### src/rtl/run_sequencer.sv
// Run sequencer: turns the global run level into a clear / arm / run / drain
// sequence for the acquisition datapath, with run counting and drain-timeout status.
module run_sequencer #(
  parameter int RST_CYCLES    = 16,
  parameter int DRAIN_TIMEOUT = 1024,
  parameter int CNT_WIDTH     = 16
) (
  input  logic                 s_axi_aclk,
  input  logic                 s_axi_aresetn,
  input  logic                 run,
  input  logic                 dp_idle,
  input  logic                 dp_empty,
  output logic                 dp_clear,
  output logic                 dp_enable,
  output logic                 run_active,
  output logic                 drain_timeout,
  output logic [CNT_WIDTH-1:0] run_count,
  output logic [2:0]           state
);

  localparam int MAX_A = (RST_CYCLES > DRAIN_TIMEOUT) ? RST_CYCLES : DRAIN_TIMEOUT;
  localparam int MAX_C = (MAX_A > 2) ? MAX_A : 2;
  localparam int CW    = $clog2(MAX_C);

  localparam logic [CW-1:0] CLR_LAST = CW'(RST_CYCLES - 1);
  localparam logic [CW-1:0] DRN_LAST = CW'((DRAIN_TIMEOUT == 0) ? 0 : DRAIN_TIMEOUT - 1);
  localparam logic [CW-1:0] CYC_MAX  = '1;

  typedef enum logic [2:0] {
    S_IDLE  = 3'd0,
    S_CLEAR = 3'd1,
    S_ARM   = 3'd2,
    S_RUN   = 3'd3,
    S_DRAIN = 3'd4,
    S_DONE  = 3'd5
  } state_t;

  state_t                state_q, state_d;
  logic [CW-1:0]         cyc_q;
  logic                  set_timeout;
  logic                  dp_clear_q, dp_enable_q, run_active_q, timeout_q;
  logic [CNT_WIDTH-1:0]  run_count_q;

  // Valid/ready is not used here: run, dp_idle and dp_empty are levels sampled
  // every clock, and every output is a level registered from the next state.
  always_comb begin
    state_d     = S_IDLE;
    set_timeout = 1'b0;
    case (state_q)
      S_IDLE:  state_d = run ? S_CLEAR : S_IDLE;
      S_CLEAR: begin
        if (cyc_q == CLR_LAST) state_d = run ? S_ARM : S_IDLE;
        else                   state_d = S_CLEAR;
      end
      S_ARM: begin
        if (!run)         state_d = S_IDLE;
        else if (dp_idle) state_d = S_RUN;
        else              state_d = S_ARM;
      end
      S_RUN:   state_d = run ? S_RUN : S_DRAIN;
      S_DRAIN: begin
        // A clean drain in the timeout cycle wins and does not raise the flag.
        if (dp_idle && dp_empty) begin
          state_d = S_DONE;
        end else if ((DRAIN_TIMEOUT != 0) && (cyc_q == DRN_LAST)) begin
          state_d     = S_DONE;
          set_timeout = 1'b1;
        end else begin
          state_d = S_DRAIN;
        end
      end
      S_DONE:  state_d = S_IDLE;
      default: state_d = S_IDLE;
    endcase
  end

  always_ff @(posedge s_axi_aclk or negedge s_axi_aresetn) begin
    if (!s_axi_aresetn) begin
      state_q      <= S_IDLE;
      cyc_q        <= '0;
      dp_clear_q   <= 1'b0;
      dp_enable_q  <= 1'b0;
      run_active_q <= 1'b0;
      timeout_q    <= 1'b0;
      run_count_q  <= '0;
    end else begin
      state_q <= state_d;
      if (state_d != state_q)    cyc_q <= '0;
      else if (cyc_q != CYC_MAX) cyc_q <= cyc_q + 1'b1;

      // Outputs decoded from the next state so they line up with state_q.
      dp_clear_q   <= (state_d == S_CLEAR);
      dp_enable_q  <= (state_d == S_RUN);
      run_active_q <= (state_d != S_IDLE);

      if ((state_q == S_IDLE) && (state_d == S_CLEAR)) timeout_q <= 1'b0;
      else if (set_timeout)                            timeout_q <= 1'b1;

      if (state_q == S_DONE) run_count_q <= run_count_q + 1'b1;
    end
  end

  assign dp_clear      = dp_clear_q;
  assign dp_enable     = dp_enable_q;
  assign run_active    = run_active_q;
  assign drain_timeout = timeout_q;
  assign run_count     = run_count_q;
  assign state         = state_q;

endmodule

### config.mk
export PLATFORM = sky130hd
export DESIGN_NAME = run_sequencer
export DESIGN_NICKNAME = d
export VERILOG_FILES = /design/src/rtl/run_sequencer.sv
export SDC_FILE = /design/constraint.sdc
export NUM_CORES = 1
export LEC_CHECK = 0
export BUFFER_PORTS_ARGS = -buffer_cell sky130_fd_sc_hd__buf_2
export CORE_MARGIN = 2
export CORE_UTILIZATION = 40
export DETAILED_ROUTE_END_ITERATION = 8
export PLACE_DENSITY = 0.68
export SLEW_MARGIN = 25
export SYNTH_ARGS = -nofsm -noshare
export SYNTH_HDL_FRONTEND = slang
export SYNTH_SLANG_ARGS = --single-unit
### constraint.sdc
create_clock -name s_axi_aclk -period 4.2 [get_ports s_axi_aclk]
set_input_delay 0.21 -clock s_axi_aclk [delete_from_list [all_inputs] [get_ports s_axi_aclk]]
set_output_delay 0.21 -clock s_axi_aclk [all_outputs]
set_load 0.01 [all_outputs]
## Word level (Yosys, flattened, before mapping)

Cells that the tools add are included.

- Add/subtract/negate cells: 2
- Equality and inequality tests: 11
- Muxes and demuxes: 16
- Reduce and logical (&&, ||, !) cells: 6

Operator list:

| kind | number |
|---|---|
| $mux 10 | 2 |
| $add 16x1->16 const B | 1 |
| $pmux 3 s5 | 1 |
| $add 10x1->10 const B | 1 |
| $eq 10x10->1 const B | 1 |
| $eq 10x4->1 const B | 1 |
| $ne 10x10->1 const B | 1 |
| $eq 3x2->1 const B | 3 |
| $mux 1 | 9 |
| $eq 3x1->1 const B | 2 |
| $eq 3x3->1 const B | 2 |
| $mux 2 | 3 |
| $reduce_bool 2->1 | 2 |
| $logic_not 3->1 | 1 |
| $mux 3 | 1 |
| $ne 3x3->1 | 1 |
| $reduce_bool 3->1 | 1 |
| $logic_and 1x1->1 | 2 |

- Register bits after elaboration: 33
- Output and inout port bits: 23
- Logic and storage cells: 42

## Depth between registers and ports, before layout

Gate-level depths: netlist of run 1.

- Depth in word-level cells: 7
- Gate-level depth with buffers: 7
- Mapped depth without buffers: 6

## Worst setup path before layout of run 1

No wires, ideal clock.

- Path type: reg2reg
- Start: register cyc_q[6]
- End: register cyc_q[4]
- Library setup time: 94 ps
- Data arrival time: 2161 ps
- Required time: 4106 ps
- Setup slack: 1945 ps
- Cell stages (with the launch flop): 7
- Path buffers: 1
- Period minus slack after synthesis: 2255 ps
- Cell sequence: dfrtp_1 -> or4_4 -> nor4_4 -> nor3_2 -> or4b_4 -> buf_6 -> a221oi_2

- Cells in the longest elaborated chain, start to end: 6
- Elaborated cells between the ends (all ways): 10
- Those cells by class: eq/ne (4); mux (5); reduce/logical (1)

Ends and longest elaborated chain:

| item | line | source |
|---|---|---|
| start, declared | 39 | `logic [CW-1:0] cyc_q;` |
| start signal, assigned | 89 | `else if (cyc_q != CYC_MAX) cyc_q <= cyc_q + 1'b1;` |
| $eq 10x10->1 | 65 | `end else if ((DRAIN_TIMEOUT != 0) && (cyc_q == DRN_LAST)) begin` |
| $mux 1 | 65 |  |
| $mux 1 | 63 | `if (dp_idle && dp_empty) begin` |
| $pmux 3 s5 | 49 | `case (state_q)` |
| $ne 3x3->1 | 88 | `if (state_d != state_q) cyc_q <= '0;` |
| $mux 10 / $reduce_bool 2->1 (equally long branches) | -- |  |

Parallel ways exist; a longest one is shown, timed or not.
A chain may end at the register's enable or synchronous reset.

## Worst setup path in the final report of run 1

- Start: register cyc_q[6]
- End: register cyc_q[0]

The elaborated chain is that of the path after synthesis.

==> results of run 1 <==
report_power, final:
group	internal (µW)	total (µW)	switching, µW
Clock	115	226	112
Sequential	360	413	53.2
Combinational	101	242	141
Total	575	881	306
path summary, 6_finish.rpt:
kind / startpoint / to / slack [ps] / cells past startpoint
max: cyc_q[6]$_DFFE_PN0P_ / cyc_q[0]$_DFFE_PN0P_ / 1720 / 5
min: run / state[2]$_DFF_PN0_ / 240 / 2
max reg2reg: cyc_q[6]$_DFFE_PN0P_ / cyc_q[0]$_DFFE_PN0P_ / 1720 / 5
min reg2reg: run_count[15]$_DFFE_PN0N_ / run_count[15]$_DFFE_PN0N_ / 460 / 1
max in group asynchronous: s_axi_aresetn / cyc_q[2]$_DFFE_PN0P_ / 3230 / 2
min in group asynchronous: s_axi_aresetn / run_count[3]$_DFFE_PN0N_ / 510 / 2
flip-flops by register name, indices dropped and copies added, names as in the netlist:
register / flops
run_count: 16
state: 3
dp_clear: 1
cyc_q: 10
drain_timeout: 1
run_active: 1
dp_enable: 1
kinds of logic (layout without fill, tap and decap cells):
kind of cell               Yosys count  after routing  synth area share
AOI/OAI and AO/OA                   29             29             0.129
and+or+nand+nor                     72             72             0.241
DFF                                 33             33             0.477
muxes                                3              3            0.0181
xor gates and xnor gates            18             18            0.0911
buffers and inverters               11             40            0.0296
adders and majority gates            2              2            0.0145
per-layer routing:
layer | part of all wire | vias to the layer above
met5 | 0 | -
met4 | 0.012 | 0
met3 | 0.050 | 5
met2 | 0.45 | 31
met1 | 0.49 | 632
li1 | - | 665
per-stage QoR:
| stage | area, µm² | hold WS [ps] | total power (µW) | utilization | instances |
|---|---|---|---|---|---|
| 6_report | 1980 | 242 | 881 | 0.486 | 247 |
| 5_1_grt | 1980 | 257 | 947 | 0.486 | 247 |
| 4_1_cts | 1980 | 229 | 891 | 0.486 | 247 |
| 3_5_place_dp | 1890 | 307 | 659 | 0.463 | 238 |
| 3_3_place_gp | 1890 | 309 | 656 | 0.463 | 238 |
| 2_1_floorplan | 1730 | -85.6 | 593 | - | 168 |
worst max-delay path: stages, from the launching register on:
cell	delay [ps]
dfrtp_1	420
or4_4	570
nor4_4	210
nor3_2	120
o31ai_2	830
a211oi_1	160
cells in the final DEF (no fill, tap or decap), drive strengths merged, types with 3 or more instances in the layout:
cell type | netlist | routed
and4 | 3 | 3
nand2 | 18 | 18
clkbuf | 4 | 6
nand3 | 5 | 5
nand4 | 6 | 6
a31oi | 4 | 4
a211oi | 3 | 3
a221oi | 4 | 4
nor3 | 5 | 5
dfrtp | 33 | 33
inv | 4 | 4
a21oi | 9 | 9
nor2 | 16 | 16
and3 | 4 | 4
buf | 3 | 27
xor2 | 4 | 4
xnor2 | 14 | 14
what timing repair did:
| item | 4_1_cts | 5_1_grt |
|---|---|---|
| hold endpoints to repair | 12 | 0 |
| hold buffers | 1 | 0 |
| resized for setup | 0 | 0 |
area by class of cell:
class	count	area, µm²	area share
Multi-Input combinational cell	124	853	0.430
Sequential cell	33	826	0.416
Timing Repair Buffer	28	145	0.0731
Clock buffer	6	72.6	0.0366
Tap cell	50	62.6	0.0315
Inverter	4	15.0	0.00757
Clock inverter	2	10.0	0.00504
==> flow_summary.toml, run 1 <==
[timing]
tightest_slew_ps = 938
finalSetupViolCount = 0
period_minus_slack_ps = 2480
max-slew-margin-rel = 0.371
hold_viol = 0
fin_ws_ps = 1720
drv_slew = 0
rsz0062_at_grt = "no"
finalSetupTns_ps = 0
fin_crit_sh = 0.589
skew_ps = 4.97
max_freq_mhz = 404

[detailed_routing]
vias = 1333
firstDrtPassIters = 4
drtAntennaViolNets = 0
wire_per_inst_um = 13.0
drc = 0
vias_per_cell = 5.40
drtIter0Drc = 68
drt_wl_total_um = 3210

[power_and_ir_drop]
leakage_uw = 0.000904
p_per_area_nw_per_um2 = 444
vdd_drop_max_mv = 0.268

[placed_design]
dp_slack_ps = 1750
port_buffers = 27
place_hpwl_um = 2310
gp_congestion = 0.740

[global_route]
grt_overflow_total = 0
grt_pass1_vias = 1262
globalRouteTotalUtil = 0.149
grt_max_degree = 34
grtUsageMet1 = 0.198
grt-busiest-layer = "met2"
antenna_found_initial = 0
grt_use_met3 = 0.0494
use_met2 = 0.229
grt_pass1_wl_um = 5810

[die]
die_h_um = 69.8
coreArea_um2 = 4090
rows = 23
io_pins = 28
dieArea_um2 = 4870
die_w_um = 69.8
start_util = 0.423

[cts]
cts_tree = "built"
clockBufferDepth = 2
cts_root_buf = "clkbuf_8"
htreeDepth = 2
cts_buffers = 5
clk_latency_ps = 280
clock_sinks = 33
path_clk_slew_ps = 70
cts_setup_buffers = 0

[synth]
synth_edf_count = 0
netlist.area_leader.share = 0.477
ys_seq_area_frac = 0.477
synthesis.nets = 175
synthDistinctLibCells = 43
yosys_warnings = 0
synth_async_sr_flop_share = 1.00
synthTopCellsByCount = "33 x dfrtp_1, 18 x nand2_1, 16 x nor2_1"
yosysTopAreaCell = "dfrtp_1"
syn-cell-area_um2 = 1730
synthFlopType = "dfrtp_1"
synthCells = 168
synth_area_per_cell_um2 = 10.3
ys_top_cells_by_area = "dfrtp_1 48%, xnor2_1 7.1%, nand2_1 3.9%, a221oi_2 3.5%, nor2_1 3.5%"
yosysMostFrequentCell = "dfrtp_1"
synth_seq_cells = 33

[run]
maxCapViolations = 0

[run_status]
status = "completed"

[final_layout]
final_nets = 203
area_growth_pct = 14.7
nFillCells = 397
drive_gt1_frac = 0.234
n_antenna_cell = 0

[worst_setup_path]
critPathArrivalTime_ps = 2590
cp_max_fo = 10
endpoint_kind = "flip-flop"
start_kind = "flip-flop"
crit_type = "reg -> reg"
crit_required_ps = 4320

[worst_hold_path]
min_path_type = "in -> reg"
(Power assumes the default switching activity.)
==> run 2, diff against run 1 <==
--- a/config.mk
+++ b/config.mk
@@ -9,7 +9,7 @@
 export CORE_MARGIN = 2
 export CORE_UTILIZATION = 40
 export DETAILED_ROUTE_END_ITERATION = 8
-export PLACE_DENSITY = 0.68
+export PLACE_DENSITY = 0.7
 export SLEW_MARGIN = 25
 export SYNTH_ARGS = -nofsm -noshare
 export SYNTH_HDL_FRONTEND = slang
==> constraint.sdc (replaced) <==
create_clock -name s_axi_aclk -period 2.1 [get_ports s_axi_aclk]
set_input_delay 0.105 -clock s_axi_aclk [delete_from_list [all_inputs] [get_ports s_axi_aclk]]
set_output_delay 0.105 -clock s_axi_aclk [all_outputs]
set_load 0.01 [all_outputs]
==> run 2 against run 1 <==
Compared with the run above:
- the flow now finishes with violations (negative setup slack)
- critical path depth unchanged
- via count increased by 8.3%
- sequential share of layout area decreased by 5.2 points
- non-clock buffer count increased by 21
- global-route usage increased by 2.5 points
- core utilization increased by 6.9 points
- die area unchanged
==> flow_summary.toml, run 2 (synthesis results as in run 1) <==
[power_and_ir_drop]
p_int_uw = 1490
p_total_uw = 2210
sw_frac_of_total = 0.326
leakage_uw = 0.00106
p_per_area_nw_per_um2 = 978
switchingPower_uw = 722
comb_power_share = 0.365
clkPwrFrac = 0.279
vdd_drop_max_mv = 0.577
p_seq_frac = 0.356

[placed_design]
gp_congestion = 0.816
dp_slack_ps = -121
port_buffers = 27
place_hpwl_um = 2590

[final_layout]
drive_gt1_frac = 0.347
largest_reg_flops = 16
final_common_cell = "dfrtp_1"
final_nets = 225
n_antenna_cell = 0
final_cell_mix = "33 x dfrtp_1, 27 x buf_2, 18 x nand2_1, 18 x buf_4, 16 x nor2_1"
area_growth_pct = 30.9

[global_route]
globalRouteTotalUtil = 0.174
grt_overflow_total = 0
grt_max_degree = 34
antenna_found_initial = 0
grt_pass1_vias = 1448
grt_pass1_wl_um = 6690

[die]
coreArea_um2 = 4090
die_h_um = 69.8
dieArea_um2 = 4870
rows = 23
start_util = 0.423
io_pins = 28
die_w_um = 69.8

[worst_setup_path]
start_kind = "flip-flop"
r2r-start = "cyc_q[6]$_DFFE_PN0P_"
cp_max_fo = 5
crit_required_ps = 2290
crit_type = "reg -> reg"
endpoint_kind = "flip-flop"
critPathArrivalTime_ps = 2310
r2r.worst_path.cells = 5
r2r-end = "cyc_q[4]$_DFFE_PN0P_"
r2r_setup_slack_ps = -20

[cts]
clk_latency_ps = 290
clock_sinks = 33
clockBufferDepth = 2
cts_tree = "built"
cts_root_buf = "clkbuf_8"
htreeDepth = 2
cts_buffers = 5
path_clk_slew_ps = 60

[detailed_routing]
firstDrtPassIters = 4
drt_wl_total_um = 3790
vias_per_cell = 5.37
drtIter0Drc = 70
drc = 0
drtAntennaViolNets = 0
vias = 1444
wire_per_inst_um = 14.1

[timing]
tightest_slew_ps = 711
max_freq_mhz = 472
fin_ws_ps = -16.7
skew_ps = 3.60
hold_viol = 0
period_minus_slack_ps = 2120
rsz0062_at_grt = "yes"
finalSetupViolCount = 6
max-slew-margin-rel = 0.526
drv_slew = 0
fin_crit_sh = 1.01

[run]
maxCapViolations = 0

[worst_hold_path]
min_from = "run"
hold_end = "state[2]$_DFF_PN0_"
min_path_cells = 2
min_path_type = "in -> reg"

[run_status]
violations = "negative setup slack"
status = "finished, violations left"
==> run 2: cell types whose count changed in the layout (fill, tap and decap cells not counted), moves of 2 or more <==
cell and delta:
buf_6 +3, a211oi_2 +2, a21oi_1 -4, buf_4 +18, a211oi_1 -2, a21oi_2 +4
clkinv_2 -2
==> run 2: per-layer routing <==
| metal | vias up | routed length [µm] | GRT usage |
|---|---|---|---|
| met2 | 28 | 1880 | 0.283 |
| met5 | - | 0 | 0 |
| li1 | 713 | - | - |
| met4 | 0 | 52 | 0.0791 |
| met3 | 4 | 140 | 0.0552 |
| met1 | 699 | 1720 | 0.211 |
==> run 2: worst max-delay path, cell delays in order (launching register included) <==
cell      delay [ps]
dfrtp_1          380
or4_4            560
nor4_4           180
nor3_2            80
or4b_4           550
a221oi_2         270
==> run 2: repair_timing <==
item	4_1_cts	5_1_grt
gates cloned	1	0
setup buffers	2	0
pin swaps	6	6
setup endpoints to repair	5	11
resized for setup	6	9
endpoints found under the hold margin	33	0
hold buffers	1	0
==> run 2: worst max-delay path by stage <==
stage / start / end / slack [ps] / cells past startpoint
2_1_floorplan: cyc_q[6]$_DFFE_PN0P_ / cyc_q[4]$_DFFE_PN0P_ / -160 / 6
3_3_place_gp: cyc_q[6]$_DFFE_PN0P_ / cyc_q[4]$_DFFE_PN0P_ / -70 / 5
3_5_place_dp: cyc_q[6]$_DFFE_PN0P_ / cyc_q[4]$_DFFE_PN0P_ / -120 / 5
4_1_cts: cyc_q[6]$_DFFE_PN0P_ / cyc_q[3]$_DFFE_PN0P_ / -60 / 5
5_1_grt: cyc_q[6]$_DFFE_PN0P_ / cyc_q[4]$_DFFE_PN0P_ / -90 / 5
6_report: cyc_q[6]$_DFFE_PN0P_ / cyc_q[4]$_DFFE_PN0P_ / -20 / 5
==> run 2: stage by stage <==
step / TNS (ps) / hold slack, ps / utilization / instances / cell area [µm²]
4_1_cts: -164 / 138 / 0.543 / 269 / 2220
2_1_floorplan: -788 / -191 / - / 168 / 1730
5_1_grt: -571 / 166 / 0.554 / 269 / 2260
3_5_place_dp: -417 / 207 / 0.498 / 257 / 2030
3_3_place_gp: -280 / 210 / 0.498 / 257 / 2030
6_report: -47.8 / 161 / 0.554 / 269 / 2260
==> run 2: cell type report <==
class,instances,area [µm²]
fill,358,1820
multi-input combinational,125,931
sequential,33,826
timing repair buffer,49,314
clock buffer,7,86.3
tap,50,62.6
clock inverter,1,30.0
inverter,4,15.0
==> run 2: power by group through the flow <==
stage	logic (µW)	registers (µW)	clock network [µW]
2_1_floorplan	366	820	0
3_3_place_gp	641	797	0
3_5_place_dp	654	801	0
4_1_cts	736	789	633
5_1_grt	883	801	665
6_report	808	788	619
==> run 3, diff against run 2 <==
--- a/config.mk
+++ b/config.mk
@@ -6,6 +6,7 @@
 export NUM_CORES = 1
 export LEC_CHECK = 0
 export BUFFER_PORTS_ARGS = -buffer_cell sky130_fd_sc_hd__buf_2
+export CORE_ASPECT_RATIO = 1.1
 export CORE_MARGIN = 2
 export CORE_UTILIZATION = 40
 export DETAILED_ROUTE_END_ITERATION = 8
==> run 3 against run 2 <==
Compared with the run above:
- count of clock-buffer cells in the layout fell by 2
- die area barely moved
- non-clock buffer count did not move
- register-to-register slack got worse by 40 ps
- critical path depth did not move
- combinational power fell by 14%
- critical endpoint is now cyc_q[6]$_DFFE_PN0P_
- worst hold slack got worse by 18 ps
- wire length fell by 4.3%
- largest cell class unchanged
- the flow still finishes with violations (negative setup slack)
==> flow_summary.toml, run 3 (synthesis results as in run 1) <==
[run_status]
status = "finished, violations left"
violations = "negative setup slack"

[timing]
fin_ws_ps = -61.6
period_minus_slack_ps = 2160
fin_crit_sh = 1.03
finalSetupViolCount = 9
tightest_slew_ps = 743
hold_viol = 0
skew_ps = 3.73
max_freq_mhz = 463
max-slew-margin-rel = 0.505
rsz0062_at_grt = "yes"
drv_slew = 0
finalSetupTns_ps = -317

[final_layout]
final_util = 0.514
area_growth_pct = 25.5
multi_input_area_um2 = 887
final_cell_mix = "33 x dfrtp_1, 27 x buf_2, 21 x buf_4"
n_antenna_cell = 0
largest_reg_flops = 16
nFillCells = 389
final_nets = 225
seqCellArea_um2 = 826
drive_gt1_frac = 0.323
final_common_cell = "dfrtp_1"
final_area_um2 = 2170

[worst_setup_path]
start_kind = "flip-flop"
crit_path_top_delay_cell = "or4b_2"
crit_required_ps = 2300
critPathArrivalTime_ps = 2360
slowest_delay_ps = 710
crit_family = "simple AND/OR/NAND/NOR gates"
worstPathCellList = "or4_4 > nor4_4 > nor3_2 > or4b_2 > a21oi_1"
crit_buf_inv = 0
endpoint_kind = "flip-flop"
crit_type = "reg -> reg"
cp_max_fo = 4
r2r_setup_slack_ps = -60

[die]
rows = 25
io_pins = 28
dieArea_um2 = 4870
coreArea_um2 = 4220
die_h_um = 73.0
die_w_um = 66.7
start_util = 0.410

[cts]
cts_buffers = 5
clk_latency_ps = 280
cts_tree = "built"
clockBufferDepth = 2
htreeDepth = 2
path_clk_slew_ps = 60
cts_root_buf = "clkbuf_8"
clock_sinks = 33

[power_and_ir_drop]
p_total_uw = 1910
leakage_uw = 0.00101
vdd_drop_max_mv = 0.515
p_per_area_nw_per_um2 = 882

[detailed_routing]
drtIter0Drc = 32
drc = 0
wire_per_inst_um = 13.4
vias_per_cell = 5.36
drtAntennaViolNets = 0
vias = 1452
drt_wl_total_um = 3630
firstDrtPassIters = 4

[global_route]
grt_max_degree = 34
antenna_found_initial = 0
grt_pass1_vias = 1376
grt_pass1_wl_um = 5810
globalRouteTotalUtil = 0.158
grt_overflow_total = 0

[placed_design]
port_buffers = 27
place_hpwl_um = 2710
gp_congestion = 0.821
placed_cell_area_um2 = 2040

[worst_hold_path]
min_path_type = "in -> reg"

[run]
maxCapViolations = 0
[run 3: cell count changes in the layout (fill, tap and decap cells not counted), moves of 3 or more]
cell	change
a21oi_2	-3
buf_4	+3
buf_6	-3
a21oi_1	+3
[run 3: final cells by class]
type	instances	area share
sequential	33	0.380
clock buffer	5	0.0317
timing repair buffer	49	0.139
multi-input combinational	125	0.408
inverter	4	0.00691
clock inverter	1	0.00230
tap	54	0.0311
[run 3: worst paths after layout]
kind,start,to,depth (start not counted)
max in group asynchronous,s_axi_aresetn,dp_enable$_DFF_PN0_,2
worst min-delay path,run,state[2]$_DFF_PN0_,2
worst min register to register,run_count[15]$_DFFE_PN0N_,run_count[15]$_DFFE_PN0N_,1
worst max register to register,cyc_q[6]$_DFFE_PN0P_,cyc_q[6]$_DFFE_PN0P_,5
min in group asynchronous,s_axi_aresetn,run_count[2]$_DFFE_PN0N_,2
worst max-delay path,cyc_q[6]$_DFFE_PN0P_,cyc_q[6]$_DFFE_PN0P_,5
[run 3: layer usage]
layer  global-route usage  up-vias  share of wire
met5                    0        -              0
met4               0.0544        0          0.012
met3               0.0509        6          0.055
met2                0.282       38           0.50
met1                0.175      703           0.43
li1                     -      705              -
[run 3: what timing repair did]
action	in CTS	in global routing
hold buffers	1	0
setup buffers	1	1
cloned	1	0
resized for setup	0	4
endpoints found under the hold margin	33	0
endpoints found under the setup margin	4	10
pin swaps	2	1
[run 3: metrics by stage]
| step | worst slack [ps] | cells | hold WS, ps |
|---|---|---|---|
| after floorplan | -155 | 168 | -191 |
| after global placement | -55.5 | 261 | 211 |
| after detailed placement | -92.2 | 261 | 215 |
| after CTS | -66.9 | 270 | 133 |
| after global routing | -157 | 271 | 143 |
| final | -61.6 | 271 | 142 |
[run 3: power breakdown]
group	internal, µW	switching [µW]
sequential	719	70.1
combinational	331	364
clock	218	213
total	1270	647
